==> config.mk <==
export PLATFORM = sky130hd
export DESIGN_NAME = gate_arb
export DESIGN_NICKNAME = d
export VERILOG_FILES = /design/src/rtl/gate_arb_pkg.sv /design/src/rtl/gate_eval.sv /design/src/rtl/gate_arb.sv
export SDC_FILE = /design/constraint.sdc
export NUM_CORES = 1
export LEC_CHECK = 0
export CORE_ASPECT_RATIO = 0.8
export CORE_UTILIZATION = 35
export CTS_CLUSTER_DIAMETER = 200
export DETAILED_ROUTE_END_ITERATION = 16
export PLACE_DENSITY = 0.66
export SYNTH_ARGS = -nofsm -noshare
export SYNTH_HDL_FRONTEND = slang
export SYNTH_SLANG_ARGS = --single-unit
==> constraint.sdc <==
create_clock -name clk -period 1.3 [get_ports clk]
set_clock_uncertainty 0.05 [all_clocks]
set_input_delay 0.26 -clock clk [delete_from_list [all_inputs] [get_ports clk]]
set_output_delay 0.26 -clock clk [all_outputs]
set_load 0.01 [all_outputs]
==> src/rtl/gate_arb_pkg.sv <==
// rtl/gate_arb_pkg.sv - shared FSM state type and evaluation function for gate_arb
package gate_arb_pkg;

    typedef enum logic [1:0] {
        ST_IDLE = 2'd0,
        ST_EVAL = 2'd1,
        ST_RESP = 2'd2
    } state_t;

    function automatic logic eval_fn(input logic in1, input logic in2, input logic in3);
        return ~(in1 ^ in2) ^ in3;
    endfunction

endpackage

==> src/rtl/gate_eval.sv <==
// rtl/gate_eval.sv - combinational evaluator dout = ~(in1 ^ in2) ^ in3
module gate_eval
    import gate_arb_pkg::*;
(
    input  logic in1,
    input  logic in2,
    input  logic in3,
    output logic dout
);

    assign dout = eval_fn(in1, in2, in3);

endmodule

==> src/rtl/gate_arb.sv <==
// rtl/gate_arb.sv - arbitrates N_REQ requesters onto one shared evaluator (IDLE/EVAL/RESP)
// GATE_ARB_RR_EN selects round-robin arbitration; default is fixed lowest-index priority.
module gate_arb
    import gate_arb_pkg::*;
#(
    parameter int N_REQ = 3,
    parameter int IDW   = $clog2(N_REQ)
) (
    input  logic               clk,
    input  logic               areset,
    input  logic [N_REQ-1:0]   req,
    input  logic [3*N_REQ-1:0] op_in,
    output logic [N_REQ-1:0]   gnt,
    output logic               busy,
    output logic               rsp_valid,
    output logic [IDW-1:0]     rsp_id,
    output logic               rsp_dout
);

    state_t           state, state_next;
    logic [N_REQ-1:0] gnt_next;
    logic             rsp_valid_next;
    logic             found;
    logic [IDW-1:0]   win, win_q;
    logic [2:0]       ops_q;
    logic             eval_dout;

`ifdef GATE_ARB_RR_EN
    logic [IDW-1:0]     ptr;
    logic [2*N_REQ-1:0] rot;

    // Rotating a doubled copy puts requester ptr at bit 0, so the search order starts at ptr.
    always_comb begin
        rot   = {req, req} >> ptr;
        found = 1'b0;
        win   = '0;
        for (int k = 0; k < N_REQ; k++) begin
            if (!found && rot[k]) begin
                found = 1'b1;
                win   = IDW'((int'(ptr) + k) % N_REQ);
            end
        end
    end

    always_ff @(posedge clk or posedge areset) begin
        if (areset) begin
            ptr <= '0;
        end else if (state == ST_IDLE && found) begin
            ptr <= (win == IDW'(N_REQ - 1)) ? '0 : win + IDW'(1);
        end
    end
`else
    always_comb begin
        found = 1'b0;
        win   = '0;
        for (int k = 0; k < N_REQ; k++) begin
            if (!found && req[k]) begin
                found = 1'b1;
                win   = IDW'(k);
            end
        end
    end
`endif

    always_comb begin
        state_next     = state;
        gnt_next       = '0;
        rsp_valid_next = 1'b0;
        case (state)
            ST_IDLE: begin
                if (found) begin
                    state_next = ST_EVAL;
                    gnt_next   = N_REQ'(1) << win;
                end
            end
            ST_EVAL: begin
                state_next     = ST_RESP;
                rsp_valid_next = 1'b1;
            end
            ST_RESP: state_next = ST_IDLE;
            default: state_next = ST_IDLE;
        endcase
    end

    always_ff @(posedge clk or posedge areset) begin
        if (areset) begin
            state     <= ST_IDLE;
            gnt       <= '0;
            rsp_valid <= 1'b0;
        end else begin
            state     <= state_next;
            gnt       <= gnt_next;
            rsp_valid <= rsp_valid_next;
        end
    end

    // Operands are captured only at the grant edge; rsp_id/rsp_dout hold between strobes.
    always_ff @(posedge clk or posedge areset) begin
        if (areset) begin
            ops_q    <= '0;
            win_q    <= '0;
            rsp_id   <= '0;
            rsp_dout <= 1'b0;
        end else begin
            if (state == ST_IDLE && found) begin
                ops_q <= op_in[3*win +: 3];
                win_q <= win;
            end
            if (state == ST_EVAL) begin
                rsp_id   <= win_q;
                rsp_dout <= eval_dout;
            end
        end
    end

    gate_eval u_eval (
        .in1  (ops_q[2]),
        .in2  (ops_q[1]),
        .in3  (ops_q[0]),
        .dout (eval_dout)
    );

    assign busy = (state != ST_IDLE);

endmodule

# --- Word-level counts from Yosys, hierarchy flattened ---
# Cells that the tools add are included.
word_totals:
  ff_bits: 14
  latch_bits: 0
  mem_bits_rw: 0
  mem_bits_ro: 0
  in_bits: 14
  out_inout_bits: 8
  wordCells: 32
  n_memories: 0
op_classes:
  add_sub_neg: 0
  mul: 1
  div_mod_pow: 0
  n_lt_le_gt_ge: 0
  eq_ne: 2
  shifts: 2
  muxes: 10
  bitwise_logic: 3
  reduce_logical: 7
op_table:
  columns: ["op", "count"]
  rows:
  - ["9-bit by 5-bit indexed part select with 3-bit output", 1]
  - ["3-bit two-way mux", 2]
  - ["1-bit two-way mux", 5]
  - ["2-bit by 2-bit multiplier with 4-bit output (first input constant)", 1]
  - ["2-bit two-way mux", 2]
  - ["2-bit case mux with 2 select lines", 1]
  - ["1-bit logical AND", 3]
  - ["1-bit by 2-bit left shift with 3-bit output (first input constant)", 1]
  - ["2-bit by 1-bit == test with 1-bit output (second input constant)", 1]
  - ["1-bit zero test", 2]
  - ["2-bit zero test", 1]
  - ["2-bit inequality test (second input constant)", 1]
  - ["2-bit nonzero test", 1]
  - ["1-bit bitwise XOR", 2]
  - ["1-bit inverter", 1]

# --- Logic depth before layout (Yosys ltp) ---
# Gate-level depths: netlist (run 1).
depth:
  ltp_word: 10
  depth_mapped: 4
  depth_no_buf: 4

# --- By module ---
# Synthesis (run 1) repeated with hierarchy kept, for this count alone.
hier_totals:
  hier_cells: 56
  area_unflattened_um2: 648.1
by_module_without_submodules:
  columns: ["mod", "n_inst", "cells_each", "area_per_inst_um2", "seq_area_each_um2"]
  rows:
  - ["gate_arb", 1, 55, 625.6, 350.3]
  - ["gate_eval", 1, 1, 22.5, 0.0]

# --- Least setup slack after synthesis (run 1) ---
# OpenSTA, ideal clock, no wires.
synth_timing:
  kind: "input port to flip-flop"
  from: "in req[1]"
  to: "reg ops_q[0]"
  setup_ns: 0.128
  arrival_time_ns: 0.936
  required_ns: 1.122
  path_slack_ns: 0.185
  path_stages: 4
  n_path_buf: 1
  cell_sequence: "buf_6 or3b_1 a21oi_1 o31ai_1"
synth_via:
  elab_chain_cells: 7
  elab_cells_between_ends: 10
  classes_between: "mul: 1; shift: 1; mux: 4; reduce/logical: 4"
synth_lines:
  columns: ["element", "line_no", "rtl"]
  rows:
  - ["start, declared", "gate_arb.sv:11", "input logic [N_REQ-1:0] req,"]
  - ["1-bit logical AND (*)", "gate_arb.sv:57", "if (!found && req[k]) begin"]
  - ["1-bit two-way mux", "gate_arb.sv:57", null]
  - ["1-bit zero test", "gate_arb.sv:57", null]
  - ["1-bit logical AND", "gate_arb.sv:57", null]
  - ["2-bit two-way mux", "gate_arb.sv:57", null]
  - ["2-bit by 2-bit multiplier with 4-bit output", "gate_arb.sv:106", "ops_q <= op_in[3*win +: 3];"]
  - ["9-bit by 5-bit indexed part select with 3-bit output", "gate_arb.sv:106", null]
  - ["end signal, assigned", "gate_arb.sv:106", null]
  - ["end, declared", "gate_arb.sv:25", "logic [2:0] ops_q;"]
# Every way passes the cells marked *; elsewhere a longest branch is shown, timed or not.
# A chain may end at the register's enable or synchronous reset.

# --- Final worst setup path (run 1) ---
layout_timing:
  from: "reg state[0]"
  to: "out busy"
layout_via:
  elab_chain_cells: 1
layout_lines:
  columns: ["element", "line_no", "rtl"]
  rows:
  - ["start, declared", "gate_arb.sv:20", "state_t state, state_next;"]
  - ["start signal, assigned", "gate_arb.sv:91", "state <= state_next;"]
  - ["2-bit nonzero test", "gate_arb.sv:123", "assign busy = (state != ST_IDLE);"]
  - ["end, declared", "gate_arb.sv:14", "output logic busy,"]
# Every way passes these cells.

==> run metrics, run 1 <==
Root Buffer clkbuf_4; Synth-to-Final Area Change 52.3%; Top delay family on crit path flip-flops; CTS tree yes; post-detail-place hpwl 1020 µm; post-synthesis net count 72; row count 13; Worst VDD drop around 0.0015 V; final hold vios 0; total of max-cap violations 0; sequential-to-total area share from yosys stat 0.547; dominant cell type by area after synthesis dfrtp_1; most common cell in the netlist dfrtp_1; number of global-route vias before repair 482; Synth cell types 23; Core Region 1680 µm²; total wire length 1310 µm; Synth area leaders dfrtp_1 55%, nor2_1 4.1%, or3b_1 4.1%; Leakage 0.464 nW; Syn Area/Cell 11.0 µm²; RSZ-0062 raised after global routing yes; mapped cell area 641 µm²; Crit-path slowest cell dfrtp_1; setup bufs post-CTS 0; crit path max fanout 3; CP required 990 ps; Die Width around 50 µm; Final ANT Viol Nets 0; hold_buf cts 0; total power 1.84 mW; max incr delay on CP 400 ps; Pre-antenna DRT Iters 3; Least-Margin Pin Slew 257 ps; type of origin of the critical path register; input/output buffers 21; DRC viols 0; worst hold path type in2async; worst setup path category reg2out; critical path endpoint category output port; total number of H-tree levels 1; starting DRC count in detailed routing 2; Yosys warnings 0; Final Setup Violations 1; WL per Instance 11.6 µm; Global Route Usage Sum 0.160; fin worst setup slack -8.01 ps; Post-synth EDFFs 0; first-pass GRT wire length 2250 µm; Num CTS Buffers 3; #FFs+latches synth 14; CTS Sinks 14; Yosys top cell area share 0.547; remaining global-route overflow 0; initial antenna violation count 0; minimum clock period between 1000 and 1500 ps; Crit path arrival time 1000 ps; top cells by count, synth 14 x dfrtp_1, 7 x nor2_1, 5 x a21oi_1; Reg2Reg Setup Slack 80 ps; clock buffer depth 2; Inserted Diodes 0; Levels on crit path 3; Die ar. 2010 µm²; Initial Utilization 0.382; crit path to busy; via count 520; end-of-flow core utilization 0.583; P per Cell Area 1880 nW/µm²; Critical R2R Launch state[0]; die span in y 40.3 µm; Top Ports 22; routability cong. 0.748; period utilisation layout 1.01; failing checks setup timing; clock transition at the registers of the reported paths approximately 80 ps; R2R Path End ops_q[1]; Slew headroom 0.828; crit path launch state[0]; Via density approximately 4.6; Final nets 106; R2R cell count 4; WP buf/inv 2; Max Slew Vio Count 0; worst path cell trace nor2_2 > inv_2 > clkbuf_2; largest net degree at the start of global routing 15; fraction of registers with async set/reset 1.00; Syn Inst Count 58; f_max roughly 760 MHz; dominant synthesized flop cell dfrtp_1; Worst-Skew Late Latency roughly 270 ps; status finished with violations; share of cells above drive strength 1 0.286
[logic make-up (layout without fill, tap and decap cells)]
group	after synthesis	after routing	synth area share
multiplexers	2	2	0.0352
AO/OA/AOI/OAI	14	14	0.133
buffers and inverters	5	38	0.0469
XOR/XNOR	2	2	0.0273
flip-flops	14	14	0.547
AND/OR/NAND/NOR	21	21	0.211
[layer usage]
layer / GRT usage / up-vias / part of all wire
met3: 0.0606 / 0 / 0.054
met1: 0.192 / 243 / 0.45
met4: 0.0214 / 0 / 0
met2: 0.287 / 15 / 0.50
met5: 0 / - / 0
li1: - / 262 / -
[worst register-to-register path: cells and delay by family, from the launching register on]
family	cells	cell delay, ps
AOI/OAI and AO/OA	1	260
buffers and inverters	1	140
DFF	1	400
and+or+nand+nor	2	280
[repair_timing]
item	4_1_cts	5_1_grt
endpoints found under the setup margin	11	3
gates resized for setup	10	9
hold endpoints to repair	0	0
pin swaps	0	3
[flip-flops by register name (all words and copies together) (netlist names)]
name,cells
state,2
gnt,3
rsp_id,2
win_q,2
ops_q,3
rsp_valid,1
rsp_dout,1
[how the worst min path moves through the flow]
stage | to | slack (ps) | cells after the start
2_1_floorplan | gnt[0] | 100 | 1
3_3_place_gp | win_q[0] | 410 | 1
3_5_place_dp | win_q[0] | 430 | 1
4_1_cts | rsp_dout | 220 | 3
5_1_grt | rsp_valid | 250 | 3
6_report | rsp_dout | 220 | 3
[metrics by stage]
| step | area [µm²] | setup TNS (ps) | setup slack (ps) | hold WS [ps] | instances |
|---|---|---|---|---|---|
| global placement | 935 | -1500 | -317 | 412 | 109 |
| detailed placement | 935 | -1620 | -332 | 427 | 109 |
| finish | 976 | -8.01 | -8.01 | 218 | 113 |
| floorplan | 641 | 0 | 185 | 99.2 | 58 |
| CTS | 958 | -173 | -173 | 220 | 113 |
| global route | 976 | -66.2 | -65.8 | 247 | 113 |
[cell type report]
type,count,area (µm²)
Multi-Input combinational cell,39,282
Fill cell,153,699
Tap cell,22,27.5
Timing Repair Buffer,31,269
Sequential cell,14,350
Clock buffer,4,36.3
Inverter,3,11.3
[cell usage in the layout (no fill, tap or decap), drive strengths merged]
master,synthesis,layout
dfrtp,14,14
clkdlybuf4s50,0,11
buf,2,10
dlygate4sd2,0,9
nor2,8,8
a21oi,5,5
clkbuf,0,5
o21ai,4,4
or2b,3,3
or3b,3,3
o31ai,3,3
inv,3,3
mux2,2,2
xnor2,2,2
nor2b,2,2
nor3,1,1
nand2b,1,1
o21ba,1,1
and2,1,1
nor4b,1,1
nor3b,1,1
a21o,1,1
[power breakdown]
part | internal (mW) | total (mW) | switching [mW]
Combinational | 0.445 | 0.828 | 0.382
Sequential | 0.615 | 0.703 | 0.0873
Clock | 0.170 | 0.306 | 0.136
Total | 1.23 | 1.84 | 0.606
No activity file was read; power rests on OpenSTA's default activity.
==> inputs of run 2 (changes only) <==
--- a/config.mk
+++ b/config.mk
@@ -8,6 +8,7 @@
 export CORE_ASPECT_RATIO = 0.8
 export CORE_UTILIZATION = 35
 export CTS_CLUSTER_DIAMETER = 200
+export CTS_CLUSTER_SIZE = 30
 export DETAILED_ROUTE_END_ITERATION = 16
 export PLACE_DENSITY = 0.66
 export SYNTH_ARGS = -nofsm -noshare
==> constraint.sdc (replaced) <==
create_clock -name clk -period 1.4 [get_ports clk]
set_clock_uncertainty 0.05 [all_clocks]
set_input_delay 0.28 -clock clk [delete_from_list [all_inputs] [get_ports clk]]
set_output_delay 0.28 -clock clk [all_outputs]
set_load 0.01 [all_outputs]
==> run 2 against run 1 <==
  * The run now ends clean
  * Sequential power fell by 7.4%
  * Die area unchanged
  * Worst setup slack improved by 83 ps
  * Global-route usage stayed put
==> run metrics, run 2 (same netlist as run 1, synthesis figures left out) <==
status finished clean; RSZ-0062 raised after global routing no; Num CTS Buffers 3; crit path max fanout 3; Fill cells 151; DRC viols 0; crit path to busy; top flop regs gnt x3, ops_q x3; Final nets approximately 110; remaining global-route overflow 0; crit path launch state[0]; minimum clock period 1330 ps; setup bufs post-CTS 0; CP required between 1000 and 1500 ps; Initial Utilization 0.382; Slew headroom 0.828; critical path endpoint category output port; die span in y between 40 and 50 µm; Core Region 1680 µm²; Final ANT Viol Nets 0; Die ar. 2010 µm²; end-of-flow core utilization 0.577; Inserted Diodes 0; worst setup path category reg2out; total of max-cap violations 0; Max Slew Vio Count 0; largest net degree at the start of global routing 15; share of cells above drive strength 1 0.253; final hold vios 0; Reg2Reg Setup Slack 160 ps; Root Buffer clkbuf_4; period utilisation layout 0.947; Final Setup Violations 0; fin worst setup slack 74.5 ps; Setup Slack @ Placement -252 ps; Die Width between 40 and 50 µm; WL per Instance about 11 µm; most common cell after layout, fill and taps aside dfrtp_1; CTS tree yes; Worst-Skew Late Latency 270 ps; Global Route Usage Sum 0.160; Via density 4.53; starting DRC count in detailed routing 6; f_max 754 MHz; total number of H-tree levels 1; routability cong. 0.748; number of global-route vias before repair 482; first-pass GRT wire length 2250 µm; R2R cell count 5; input/output buffers 21; CTS Sinks 14; clock transition at the registers of the reported paths 80 ps; Critical R2R Launch state[0]; Top Ports 22; most frequent cells in the layout 14 x dfrtp_1, 11 x clkdlybuf4s50_1, 10 x buf_4; post-detail-place hpwl 1020 µm; via count 512; Leakage 0.475 nW; row count 13; clock buffer depth 2; initial antenna violation count 0; R2R Path End ops_q[2]; Worst VDD drop 0.00141 V; Least-Margin Pin Slew ~250 ps; setup_tns 0 ps; Crit path arrival time 1000 ps; worst hold path type in2async; P per Cell Area 1720 nW/µm²; total wire length 1290 µm; Synth-to-Final Area Change 51.0%; Pre-antenna DRT Iters 4; type of origin of the critical path register
[run 2: metrics by stage]
stage | power (mW) | instance area, µm² | std cells | hold slack (ps)
global placement | 1.44 | 935 | 109 | 412
detailed placement | 1.46 | 935 | 109 | 427
floorplan | 1.06 | 641 | 58 | 119
finish | 1.67 | 967 | 113 | 238
CTS | 1.69 | 961 | 113 | 240
global route | 1.81 | 967 | 113 | 267
[run 2: worst min-delay path by stage]
stage             start         to  slack [ps]
4_1_cts          areset   rsp_dout         240
5_1_grt          areset  rsp_valid         270
2_1_floorplan    areset     gnt[0]         120
3_3_place_gp   win_q[0]   win_q[0]         410
3_5_place_dp   win_q[0]   win_q[0]         430
6_report         areset   rsp_dout         240
[run 2: area by class of cell]
cell class                 count  area [µm²]  area share
timing repair buffer          31         277       0.286
sequential                    14         350       0.362
multi-input combinational     39         265       0.274
inverter                       3        11.3      0.0116
tap                           22        27.5      0.0285
clock buffer                   4        36.3      0.0375
[run 2: what timing repair did]
item	CTS	global route
hold buffers	0	0
endpoints found under the setup margin	8	4
gates resized for setup	8	5
pin swaps	0	1
[run 2: routing by layer]
| metal | routed length [µm] | track usage | vias up |
|---|---|---|---|
| met5 | 0 | 0 | - |
| met4 | 0 | 0.0214 | 0 |
| met3 | 71 | 0.0606 | 0 |
| met2 | 623 | 0.287 | 15 |
| met1 | 594 | 0.192 | 236 |
| li1 | - | - | 261 |
[run 2: worst max-delay path: stages (launching register included)]
cell and delay (ps):
dfrtp_1 400, nor2_2 150, inv_2 50, clkbuf_2 120
[run 2: report_power, final]
| group | total [mW] | leakage [nW] | internal (mW) | switching [mW] |
|---|---|---|---|---|
| combinational | 0.732 | 0.278 | 0.400 | 0.332 |
| clock | 0.284 | 0.0210 | 0.158 | 0.126 |
| sequential | 0.651 | 0.176 | 0.572 | 0.0796 |
| total | 1.67 | 0.475 | 1.13 | 0.538 |
